<file path="config.mk">
export PLATFORM = sky130hd
export DESIGN_NAME = axi4lite_regbank_flat
export DESIGN_NICKNAME = d
export VERILOG_FILES = /design/src/rtl/axi4lite_regbank_if.sv /design/src/rtl/axi4lite_regbank.sv /design/src/flat_wrapper.sv
export SDC_FILE = /design/constraint.sdc
export NUM_CORES = 1
export LEC_CHECK = 0
export CORE_AREA = 10 10 454 456
export CTS_BUF_LIST = sky130_fd_sc_hd__clkbuf_16
export DETAILED_ROUTE_END_ITERATION = 6
export DIE_AREA = 0 0 464 466
export PLACE_DENSITY = 0.32
export SLEW_MARGIN = 20
export SYNTH_ARGS = -nofsm -noshare
export SYNTH_HDL_FRONTEND = slang
export SYNTH_SLANG_ARGS = --single-unit
</file>
<file path="constraint.sdc">
create_clock -name clk -period 3.63 [get_ports clk]
set_input_delay 0.9075 -clock clk [delete_from_list [all_inputs] [get_ports clk]]
set_output_delay 0.9075 -clock clk [all_outputs]
set_load 0.01 [all_outputs]
</file>
<file path="src/rtl/axi4lite_regbank_if.sv">
// AXI4-Lite bus interface shared by the register bank and its masters.
// The clk/rst_n members exist for bus-level users; the register bank clocks from its own ports.
interface axi4lite_if #(
    parameter int ADDR_WIDTH = 32,
    parameter int DATA_WIDTH = 32
) (
    input logic clk,
    input logic rst_n
);
    logic [ADDR_WIDTH-1:0]   awaddr;
    logic [2:0]              awprot;
    logic                    awvalid;
    logic                    awready;
    logic [DATA_WIDTH-1:0]   wdata;
    logic [DATA_WIDTH/8-1:0] wstrb;
    logic                    wvalid;
    logic                    wready;
    logic [1:0]              bresp;
    logic                    bvalid;
    logic                    bready;
    logic [ADDR_WIDTH-1:0]   araddr;
    logic [2:0]              arprot;
    logic                    arvalid;
    logic                    arready;
    logic [DATA_WIDTH-1:0]   rdata;
    logic [1:0]              rresp;
    logic                    rvalid;
    logic                    rready;
    logic                    rlast;

    modport master_mp (
        input  clk, rst_n,
        output awaddr, awprot, awvalid, input awready,
        output wdata, wstrb, wvalid, input wready,
        input  bresp, bvalid, output bready,
        output araddr, arprot, arvalid, input arready,
        input  rdata, rresp, rvalid, rlast, output rready
    );

    modport slave_mp (
        input  clk, rst_n,
        input  awaddr, awprot, awvalid, output awready,
        input  wdata, wstrb, wvalid, output wready,
        output bresp, bvalid, input bready,
        input  araddr, arprot, arvalid, output arready,
        output rdata, rresp, rvalid, rlast, input rready
    );
endinterface

</file>
<file path="src/rtl/axi4lite_regbank.sv">
// AXI4-Lite slave register bank with flat register outputs and per-register write pulses.
// Define AXIL_REGBANK_HWSTAT_EN to make registers NUM_RW..NUM_REGS-1 read-only hw_status views.
module axi4lite_regbank #(
    parameter int ADDR_WIDTH = 32,
    parameter int DATA_WIDTH = 32,
    parameter int NUM_REGS   = 16,
    parameter int NUM_RW     = 8
) (
    input  logic                           clk,
    input  logic                           rst,
    axi4lite_if.slave_mp                   s_axi,
    output logic [NUM_REGS*DATA_WIDTH-1:0] reg_q,
    output logic [NUM_REGS-1:0]            reg_wr,
    input  logic [NUM_REGS*DATA_WIDTH-1:0] hw_status
);
    localparam int STRB_W = DATA_WIDTH / 8;
    localparam int OFFS   = $clog2(STRB_W);
    localparam int unused_num_rw = NUM_RW;

    logic [DATA_WIDTH-1:0] regs [NUM_REGS];
    logic                  aw_full;
    logic                  w_full;
    logic [ADDR_WIDTH-1:0] aw_addr;
    logic [DATA_WIDTH-1:0] w_data;
    logic [STRB_W-1:0]     w_strb;
    logic                  bvalid;
    logic [1:0]            bresp;
    logic                  rvalid;
    logic [1:0]            rresp;
    logic [DATA_WIDTH-1:0] rdata;

    logic [ADDR_WIDTH-1:0] wr_idx;
    logic [ADDR_WIDTH-1:0] rd_idx;
    logic                  commit;
    logic                  wr_ok;
    logic [DATA_WIDTH-1:0] rd_val;
    logic                  rd_ok;
    logic                  unused;

    function automatic logic writable(input logic [ADDR_WIDTH-1:0] idx);
`ifdef AXIL_REGBANK_HWSTAT_EN
        return idx < ADDR_WIDTH'(NUM_RW);
`else
        return idx < ADDR_WIDTH'(NUM_REGS);
`endif
    endfunction

    assign wr_idx = aw_addr >> OFFS;
    assign rd_idx = s_axi.araddr >> OFFS;
    assign commit = aw_full && w_full && !bvalid;
    assign wr_ok  = writable(wr_idx);

    // Read mux samples the array as it stands in the AR handshake cycle.
    always_comb begin
        rd_val = '0;
        rd_ok  = 1'b0;
        for (int i = 0; i < NUM_REGS; i++) begin
            if (rd_idx == ADDR_WIDTH'(i)) begin
                rd_ok = 1'b1;
`ifdef AXIL_REGBANK_HWSTAT_EN
                if (i >= NUM_RW) rd_val = hw_status[i*DATA_WIDTH +: DATA_WIDTH];
                else             rd_val = regs[i];
`else
                rd_val = regs[i];
`endif
            end
        end
    end

    always_ff @(posedge clk) begin
        if (rst) begin
            aw_full <= 1'b0;
            w_full  <= 1'b0;
            aw_addr <= '0;
            w_data  <= '0;
            w_strb  <= '0;
            bvalid  <= 1'b0;
            bresp   <= 2'b00;
            reg_wr  <= '0;
            for (int i = 0; i < NUM_REGS; i++) regs[i] <= '0;
        end else begin
            reg_wr <= '0;
            if (s_axi.awvalid && !aw_full) begin
                aw_full <= 1'b1;
                aw_addr <= s_axi.awaddr;
            end
            if (s_axi.wvalid && !w_full) begin
                w_full <= 1'b1;
                w_data <= s_axi.wdata;
                w_strb <= s_axi.wstrb;
            end
            // Buffers can only be full here, so no handshake competes with the clear.
            if (commit) begin
                aw_full <= 1'b0;
                w_full  <= 1'b0;
                bvalid  <= 1'b1;
                bresp   <= wr_ok ? 2'b00 : 2'b10;
                for (int i = 0; i < NUM_REGS; i++) begin
                    if (wr_ok && wr_idx == ADDR_WIDTH'(i)) begin
                        reg_wr[i] <= 1'b1;
                        for (int b = 0; b < STRB_W; b++) begin
                            if (w_strb[b]) regs[i][b*8 +: 8] <= w_data[b*8 +: 8];
                        end
                    end
                end
            end else if (bvalid && s_axi.bready) begin
                bvalid <= 1'b0;
            end
        end
    end

    always_ff @(posedge clk) begin
        if (rst) begin
            rvalid <= 1'b0;
            rresp  <= 2'b00;
            rdata  <= '0;
        end else if (s_axi.arvalid && !rvalid) begin
            rvalid <= 1'b1;
            rdata  <= rd_val;
            rresp  <= rd_ok ? 2'b00 : 2'b10;
        end else if (rvalid && s_axi.rready) begin
            rvalid <= 1'b0;
        end
    end

    for (genvar g = 0; g < NUM_REGS; g++) begin : g_q
`ifdef AXIL_REGBANK_HWSTAT_EN
        if (g >= NUM_RW) begin : g_ro
            assign reg_q[g*DATA_WIDTH +: DATA_WIDTH] = '0;
        end else begin : g_rw
            assign reg_q[g*DATA_WIDTH +: DATA_WIDTH] = regs[g];
        end
`else
        assign reg_q[g*DATA_WIDTH +: DATA_WIDTH] = regs[g];
`endif
    end

    assign s_axi.awready = !aw_full;
    assign s_axi.wready  = !w_full;
    assign s_axi.bvalid  = bvalid;
    assign s_axi.bresp   = bresp;
    assign s_axi.arready = !rvalid;
    assign s_axi.rvalid  = rvalid;
    assign s_axi.rresp   = rresp;
    assign s_axi.rdata   = rdata;
    assign s_axi.rlast   = 1'b1;

    assign unused = ^{s_axi.clk, s_axi.rst_n, s_axi.awprot, s_axi.arprot, hw_status};
endmodule

</file>
<file path="src/flat_wrapper.sv">
// flat-port wrapper written by rule: the top's interface ports become plain ports
module axi4lite_regbank_flat 
#(
    parameter int ADDR_WIDTH = 32,
    parameter int DATA_WIDTH = 32,
    parameter int NUM_REGS   = 16,
    parameter int NUM_RW     = 8
)
  (clk, rst, reg_q, reg_wr, hw_status, rst_n, s_axi_awaddr, s_axi_awprot, s_axi_awvalid, s_axi_awready, s_axi_wdata, s_axi_wstrb, s_axi_wvalid, s_axi_wready, s_axi_bresp, s_axi_bvalid, s_axi_bready, s_axi_araddr, s_axi_arprot, s_axi_arvalid, s_axi_arready, s_axi_rdata, s_axi_rresp, s_axi_rvalid, s_axi_rlast, s_axi_rready);
  axi4lite_if #(.ADDR_WIDTH(ADDR_WIDTH), .DATA_WIDTH(DATA_WIDTH)) s_axi_i (.clk(clk), .rst_n(rst_n));
  input  logic clk;
  input  logic rst;
  output logic [NUM_REGS*DATA_WIDTH-1:0] reg_q;
  output logic [NUM_REGS-1:0] reg_wr;
  input  logic [NUM_REGS*DATA_WIDTH-1:0] hw_status;
  input wire logic rst_n;
  input wire logic [$bits(s_axi_i.awaddr)-1:0] s_axi_awaddr;
  input wire logic [$bits(s_axi_i.awprot)-1:0] s_axi_awprot;
  input wire logic [$bits(s_axi_i.awvalid)-1:0] s_axi_awvalid;
  output wire logic [$bits(s_axi_i.awready)-1:0] s_axi_awready;
  input wire logic [$bits(s_axi_i.wdata)-1:0] s_axi_wdata;
  input wire logic [$bits(s_axi_i.wstrb)-1:0] s_axi_wstrb;
  input wire logic [$bits(s_axi_i.wvalid)-1:0] s_axi_wvalid;
  output wire logic [$bits(s_axi_i.wready)-1:0] s_axi_wready;
  output wire logic [$bits(s_axi_i.bresp)-1:0] s_axi_bresp;
  output wire logic [$bits(s_axi_i.bvalid)-1:0] s_axi_bvalid;
  input wire logic [$bits(s_axi_i.bready)-1:0] s_axi_bready;
  input wire logic [$bits(s_axi_i.araddr)-1:0] s_axi_araddr;
  input wire logic [$bits(s_axi_i.arprot)-1:0] s_axi_arprot;
  input wire logic [$bits(s_axi_i.arvalid)-1:0] s_axi_arvalid;
  output wire logic [$bits(s_axi_i.arready)-1:0] s_axi_arready;
  output wire logic [$bits(s_axi_i.rdata)-1:0] s_axi_rdata;
  output wire logic [$bits(s_axi_i.rresp)-1:0] s_axi_rresp;
  output wire logic [$bits(s_axi_i.rvalid)-1:0] s_axi_rvalid;
  output wire logic [$bits(s_axi_i.rlast)-1:0] s_axi_rlast;
  input wire logic [$bits(s_axi_i.rready)-1:0] s_axi_rready;
  assign s_axi_i.awaddr = s_axi_awaddr;
  assign s_axi_i.awprot = s_axi_awprot;
  assign s_axi_i.awvalid = s_axi_awvalid;
  assign s_axi_awready = s_axi_i.awready;
  assign s_axi_i.wdata = s_axi_wdata;
  assign s_axi_i.wstrb = s_axi_wstrb;
  assign s_axi_i.wvalid = s_axi_wvalid;
  assign s_axi_wready = s_axi_i.wready;
  assign s_axi_bresp = s_axi_i.bresp;
  assign s_axi_bvalid = s_axi_i.bvalid;
  assign s_axi_i.bready = s_axi_bready;
  assign s_axi_i.araddr = s_axi_araddr;
  assign s_axi_i.arprot = s_axi_arprot;
  assign s_axi_i.arvalid = s_axi_arvalid;
  assign s_axi_arready = s_axi_i.arready;
  assign s_axi_rdata = s_axi_i.rdata;
  assign s_axi_rresp = s_axi_i.rresp;
  assign s_axi_rvalid = s_axi_i.rvalid;
  assign s_axi_rlast = s_axi_i.rlast;
  assign s_axi_i.rready = s_axi_rready;
  axi4lite_regbank #(.ADDR_WIDTH(ADDR_WIDTH), .DATA_WIDTH(DATA_WIDTH), .NUM_REGS(NUM_REGS), .NUM_RW(NUM_RW)) u_core (.clk(clk), .rst(rst), .s_axi(s_axi_i), .reg_q(reg_q), .reg_wr(reg_wr), .hw_status(hw_status));
endmodule
</file>
# Yosys cells after proc, flatten, opt, wreduce, memory -nomap -nowiden
# Memories as Yosys holds them, arrays and structs flattened.
# Index checks and enable logic that the tools add are counted.
# W data, S select, Z words.
word_totals:
  regBits: 124
  ramBits: 512
  word_cells: 521
  memories: 1
memory_table:
  columns: ["name", "depth", "word_bits", "rd", "rd_clocked_by_memory_dff", "wr", "line_no", "source"]
  rows:
  - ["u_core.regs", 16, 32, 16, 0, 16, "axi4lite_regbank.sv:20", "logic [DATA_WIDTH-1:0] regs [NUM_REGS];"]
classes:
  magnitude_cmp: 1
  n_eq_ne: 30
  muxes: 380
  n_bitwise: 65
  n_reduce_logical: 33
ops:
  columns: ["cell", "count"]
  rows:
  - ["$mux W32", 16]
  - ["$mux W8", 64]
  - ["$eq A30 B4 Y1 const B", 16]
  - ["$mux W1", 298]
  - ["$eq A30 B3 Y1 const B", 8]
  - ["$eq A30 B2 Y1 const B", 4]
  - ["$logic_not A32 Y1", 2]
  - ["$or A1 B1 Y1", 64]
  - ["$eq A30 B1 Y1 const B", 2]
  - ["$lt A30 B5 Y1 const B", 1]
  - ["$logic_and A1 B1 Y1", 23]
  - ["$logic_not A1 Y1", 4]
  - ["$mux W2", 2]
  - ["$reduce_bool A2 Y1", 2]
  - ["$reduce_or A2 Y1", 2]
  - ["$not A1 Y1", 1]

# Depth between registers and ports, before layout
logic_depth:
  word_depth: 18
  depth_mapped: 10
  mapped_depth_nobuf: 7

# Worst setup path after synthesis
# Ideal clock, no wire load.
synth_path:
  path_type: "input to register"
  startpoint: "input port s_axi_araddr[7]"
  endpoint: "register u_core.rdata[31] (netlist: u_core.s_axi.rdata[31])"
  setup_time_ns: 0.070
  arrival_time_ns: 2.927
  required_time_ns: 3.560
  setup_slack_ns: 0.633
  stages: 8
  path_buffers: 1
  cell_sequence: "or4_1 -> buf_4 -> nor4_4 -> and2_4 -> a222oi_1 -> or3_1 -> a31o_1 -> a21oi_1"
synth_between:
  elab_chain_cells: 17
  elab_cells_between_ends: 32
  classes_between: "eq/ne: 15; mux: 16; reduce/logical: 1"
synth_lines:
  columns: ["item", "line_no", "source"]
  rows:
  - ["start: declaration", "flat_wrapper.sv:28", "input wire logic [$bits(s_axi_i.araddr)-1:0] s_axi_araddr;"]
  - ["$logic_not A32 Y1", "axi4lite_regbank.sv:58", "if (rd_idx == ADDR_WIDTH'(i)) begin"]
  - ["$mux W32 (15 in series)", "axi4lite_regbank.sv:58", null]
  - ["$mux W32 *", "axi4lite_regbank.sv:58", null]
  - ["end signal: assignment", "axi4lite_regbank.sv:119", "rdata <= rd_val;"]
  - ["end: declaration", "axi4lite_regbank.sv:30", "logic [DATA_WIDTH-1:0] rdata;"]
# Mark *: on every way between the ends. The rest lies on a longest branch, timed or not.
# A chain may end at the register's enable or synchronous reset.

# Final worst setup path
layout_path:
  startpoint: "input port s_axi_araddr[7]"
  endpoint: "register u_core.rdata[25] (netlist: u_core.s_axi.rdata[25])"
# The elaborated chain is that of the path after synthesis.

==> impl_summary.log <==
INFO  metric dp_slack = -0.8027 ns
INFO  metric max-clock-path-buffers = 3
INFO  metric pwr-share-clk = 0.435
INFO  metric fillers = 21390
INFO  metric syn-mean-instance-area = approximately 12 µm²
INFO  metric timing.setup.tns = 0 ns
INFO  metric holdPathStages = 2
INFO  metric layout-drive-gt1-share = 0.1963
INFO  metric synth_top_cells_by_area = sky130_fd_sc_hd__edfxtp_1 58%, sky130_fd_sc_hd__dfxtp_1 9.0%, sky130_fd_sc_hd__nor2_1 6.2%
INFO  metric synthDominantAreaCellType = sky130_fd_sc_hd__edfxtp_1
INFO  metric clock_latency = 0.73 ns
INFO  metric critical_path_class = in -> reg
INFO  metric areaGrowthSynthToFinish = 61.48%
INFO  metric synth_warnings = 0
INFO  metric drt_iter0_markers = ~2300
INFO  metric cp_slowest_cell = sky130_fd_sc_hd__or4_1
INFO  metric cts_max_level = 3
INFO  metric largest_net_degree_at_the_start_of_global_routing = 53
INFO  metric hold_buffers = 0
INFO  metric critical_path_depth = 11
INFO  metric ys.flop_type = sky130_fd_sc_hd__edfxtp_1
INFO  metric net-switching-power = ~5.0 mW
INFO  metric synth_top_area_frac = 0.5754
INFO  metric ir_worst_vdd = roughly 0.32 mV
INFO  metric cp_cell_sequence = clkdlybuf4s50_1, or4_1, buf_12, buf_4, buf_4, a21oi_2, buf_12, nand4_1, o211ai_1, a2111oi_0, nor3_1
INFO  metric design.final.nets = around 4000
INFO  metric edff_count_synth = 512
INFO  metric post_synth_num_cell_types = 68
INFO  metric comb_power_share = 0.105
INFO  metric status = finished, final reports clean
INFO  metric clock_pin_slew_on_the_worst_setup_and_hold_paths = 0.06 ns
INFO  metric holdCritPathClass = reg -> reg
INFO  metric worst-path-max-fanout = 8
INFO  metric slew_violations = 0
INFO  metric final_hold_viol_count = 0
INFO  metric cp_slowest_stage_delay = ~0.6 ns
INFO  metric route.detailed.drc = 0
INFO  metric seq_area_frac_synth = 0.6653
INFO  metric vias = between 20000 and 25000
INFO  metric leakage = 15.30 nW
INFO  metric total_grt_usage = 0.1763
INFO  metric timing.reg2reg.worst_path_depth = 8
INFO  metric io-pin-count = around 1200
INFO  metric globalplace.congestion = ~0.85
INFO  metric synth_area = ~0.027 mm²
INFO  metric grt_setup_unrepaired = false
INFO  metric wirelength = about 200000 µm
INFO  metric share_of_total_power_in_sequential_cells = 0.460
INFO  metric slew_headroom = 0.2509
INFO  metric wire_length_of_the_first_global_routing_pass = roughly 260000 µm
INFO  metric yosys_register_bits = 632
INFO  metric min_period = approximately 3.6 ns
INFO  metric final-setup-viol-count = 0
INFO  metric cts_buffers = 81
INFO  metric cts_setup_buffers = 0
INFO  metric syn_inst = between 2000 and 2500
INFO  metric global_route.overflow_total = 0
INFO  metric fp.coreArea = ~0.20 mm²
INFO  metric grt_antenna_before_repair = 17
INFO  metric tritoncts = yes
INFO  metric number_of_global_route_vias_before_repair = about 25000
INFO  metric cts_num_sinks = ~630
INFO  metric numPortBuffers = roughly 670
INFO  metric cap_violations = 0
INFO  metric peak_clock_frequency_supported_by_timing = ~0.28 GHz
INFO  metric timing.critical_path.from_type = primary input
INFO  metric initial_core_util = 0.1359
INFO  metric viasPerCell = about 4.0
INFO  metric finalPower = about 18 mW
INFO  metric post-route-worst-setup-slack = 0.04622 ns
INFO  metric root_buffer = sky130_fd_sc_hd__clkbuf_16
INFO  metric intPower = around 13 mW
INFO  metric fin_crit_sh = 0.9873
INFO  metric p_per_area = roughly 430 mW/mm²
INFO  metric power_switching_share = 0.2702
INFO  metric drt-wirelength-per-cell = about 33 µm
INFO  metric chip_width = 464 µm
INFO  metric critPathBufInv = 5
INFO  metric worstSetupEndpointType = register
INFO  metric fin_worst_skew = between 0.03 and 0.04 ns
INFO  metric die-height = 466 µm
INFO  metric number_of_routed_nets_with_antenna_violations = 0
INFO  metric cp_top_family = simple AND/OR/NAND/NOR gates
INFO  metric hpwl_reported_at_the_end_of_detailed_placement = approximately 170000 µm
INFO  metric worstPathArrival = approximately 4.2 ns
INFO  metric die_area = 0.2162 mm²
INFO  metric async_reset_ff_frac = 0
INFO  metric floorplan.rows = 163
INFO  metric required = 4.27 ns
INFO  metric worstMarginPinSlew = about 1.1 ns
INFO  metric firstDrtPassIters = 7
[worst paths after layout]
path                                                         start                                   to  slack, ns
worst min-delay path            u_core.s_axi.rdata[5]$_SDFFE_PP0P_   u_core.s_axi.rdata[5]$_SDFFE_PP0P_       0.44
worst max-delay path                               s_axi_araddr[7]  u_core.s_axi.rdata[25]$_SDFFE_PP0P_       0.05
worst max register to register     u_core.aw_addr[11]$_SDFFE_PP0P_     u_core.regs[0][81]$_SDFFCE_PN0P_       0.23
worst min register to register  u_core.s_axi.rdata[5]$_SDFFE_PP0P_   u_core.s_axi.rdata[5]$_SDFFE_PP0P_       0.44
[routing by layer]
metal	track usage	vias up	wire length (µm)
met2	0.2534	1086	81660
met3	0.07072	133	19640
li1	-	10590	-
met1	0.2480	12290	94450
met4	0.03237	0	3464
met5	0	-	0
[cell families after synthesis]
kind of cell	count (synthesis)	share of synthesized area
flip-flops	632	0.6653
other	2	0.0002811
buffers and inverters	196	0.02908
AND/OR/NAND/NOR	924	0.1559
multiplexers	39	0.02472
AO/OA/AOI/OAI	491	0.1247
[stage by stage]
stage                     cell area (µm²)  std cells  hold slack, ns  utilization
after floorplan                     26720       2285          0.4360            -
after global placement              40510       5918          0.4362       0.2060
after detailed placement            40510       5918          0.4319       0.2061
after CTS                           43080       6068          0.4403       0.2191
after global routing                43120       6070          0.4575       0.2193
final                               43150       6082          0.4393       0.2195
[Yosys cell counts (10+ instances only)]
cell type	count
sky130_fd_sc_hd__a221oi_1	22
sky130_fd_sc_hd__o22ai_1	20
sky130_fd_sc_hd__nor4_1	10
sky130_fd_sc_hd__nand2b_1	81
sky130_fd_sc_hd__or3_1	15
sky130_fd_sc_hd__mux4_2	20
sky130_fd_sc_hd__inv_1	44
sky130_fd_sc_hd__nor4_2	10
sky130_fd_sc_hd__nor2_1	440
sky130_fd_sc_hd__o21bai_1	14
sky130_fd_sc_hd__a21oi_1	154
sky130_fd_sc_hd__edfxtp_1	512
sky130_fd_sc_hd__o221ai_1	29
sky130_fd_sc_hd__o21ai_0	58
sky130_fd_sc_hd__nand4_1	12
sky130_fd_sc_hd__nand3_1	29
sky130_fd_sc_hd__a221o_1	17
sky130_fd_sc_hd__nor3_1	30
sky130_fd_sc_hd__dfxtp_1	120
sky130_fd_sc_hd__clkbuf_1	125
sky130_fd_sc_hd__nand2_1	246
sky130_fd_sc_hd__mux2_2	16
sky130_fd_sc_hd__o21ai_1	14
sky130_fd_sc_hd__a21o_1	19
sky130_fd_sc_hd__buf_2	15
sky130_fd_sc_hd__a22o_1	20
sky130_fd_sc_hd__a222oi_1	10
sky130_fd_sc_hd__a211oi_1	18
sky130_fd_sc_hd__a22oi_1	23
[sequential cells by signal, summed over array words and instances (netlist names)]
register             count
u_core.regs            512
u_core.s_axi.rdata      32
u_core.w_data           32
u_core.aw_addr          30
u_core.reg_wr           16
u_core.w_strb            4
u_core.aw_full           1
u_core.s_axi.bresp       1
u_core.s_axi.bvalid      1
u_core.s_axi.rresp       1
u_core.s_axi.rvalid      1
u_core.w_full            1
[layout make-up]
| type | count | area (µm²) | area share |
|---|---|---|---|
| clock inverter | 67 | 486.7 | 0.01128 |
| tap | 2640 | 3303 | 0.07656 |
| sequential | 632 | 17780 | 0.4120 |
| clock buffer | 83 | 2077 | 0.04814 |
| antenna | 14 | 35.03 | 0.0008120 |
| multi-input combinational | 1457 | 8290 | 0.1921 |
| inverter | 44 | 165.2 | 0.003828 |
| timing repair buffer | 1145 | 11010 | 0.2552 |
[power groups by stage]
stage | registers [mW] | logic [mW] | clock network (mW)
2_1_floorplan | 8.55 | 0.485 | 0
3_3_place_gp | 8.62 | 1.96 | 0
3_5_place_dp | 8.61 | 1.96 | 0
4_1_cts | 8.47 | 1.96 | 8.26
5_1_grt | 8.49 | 2.06 | 8.53
6_report | 8.46 | 1.93 | 8.02
[worst min-delay path, delay by kind of cell, from the launching register on]
kind / cells / cell delay (ns)
DFF: 1 / 0.31
and+or+nand+nor: 2 / 0.09
[timing repair]
action,CTS,global route
gates cloned,0,0
gates resized for setup,1,3
setup endpoints to repair,1,3
[cell usage in the layout, fill, tap and decap left out, types with 66 or more instances in the layout]
| cell | instances |
|---|---|
| sky130_fd_sc_hd__buf_4 | 418 |
| sky130_fd_sc_hd__nand2b_1 | 81 |
| sky130_fd_sc_hd__nor2_1 | 436 |
| sky130_fd_sc_hd__clkbuf_16 | 83 |
| sky130_fd_sc_hd__dfxtp_1 | 120 |
| sky130_fd_sc_hd__clkdlybuf4s50_1 | 665 |
| sky130_fd_sc_hd__nand2_1 | 245 |
| sky130_fd_sc_hd__inv_1 | 66 |
| sky130_fd_sc_hd__edfxtp_1 | 512 |
| sky130_fd_sc_hd__a21oi_1 | 153 |
Power figures use the tool's default switching activity.
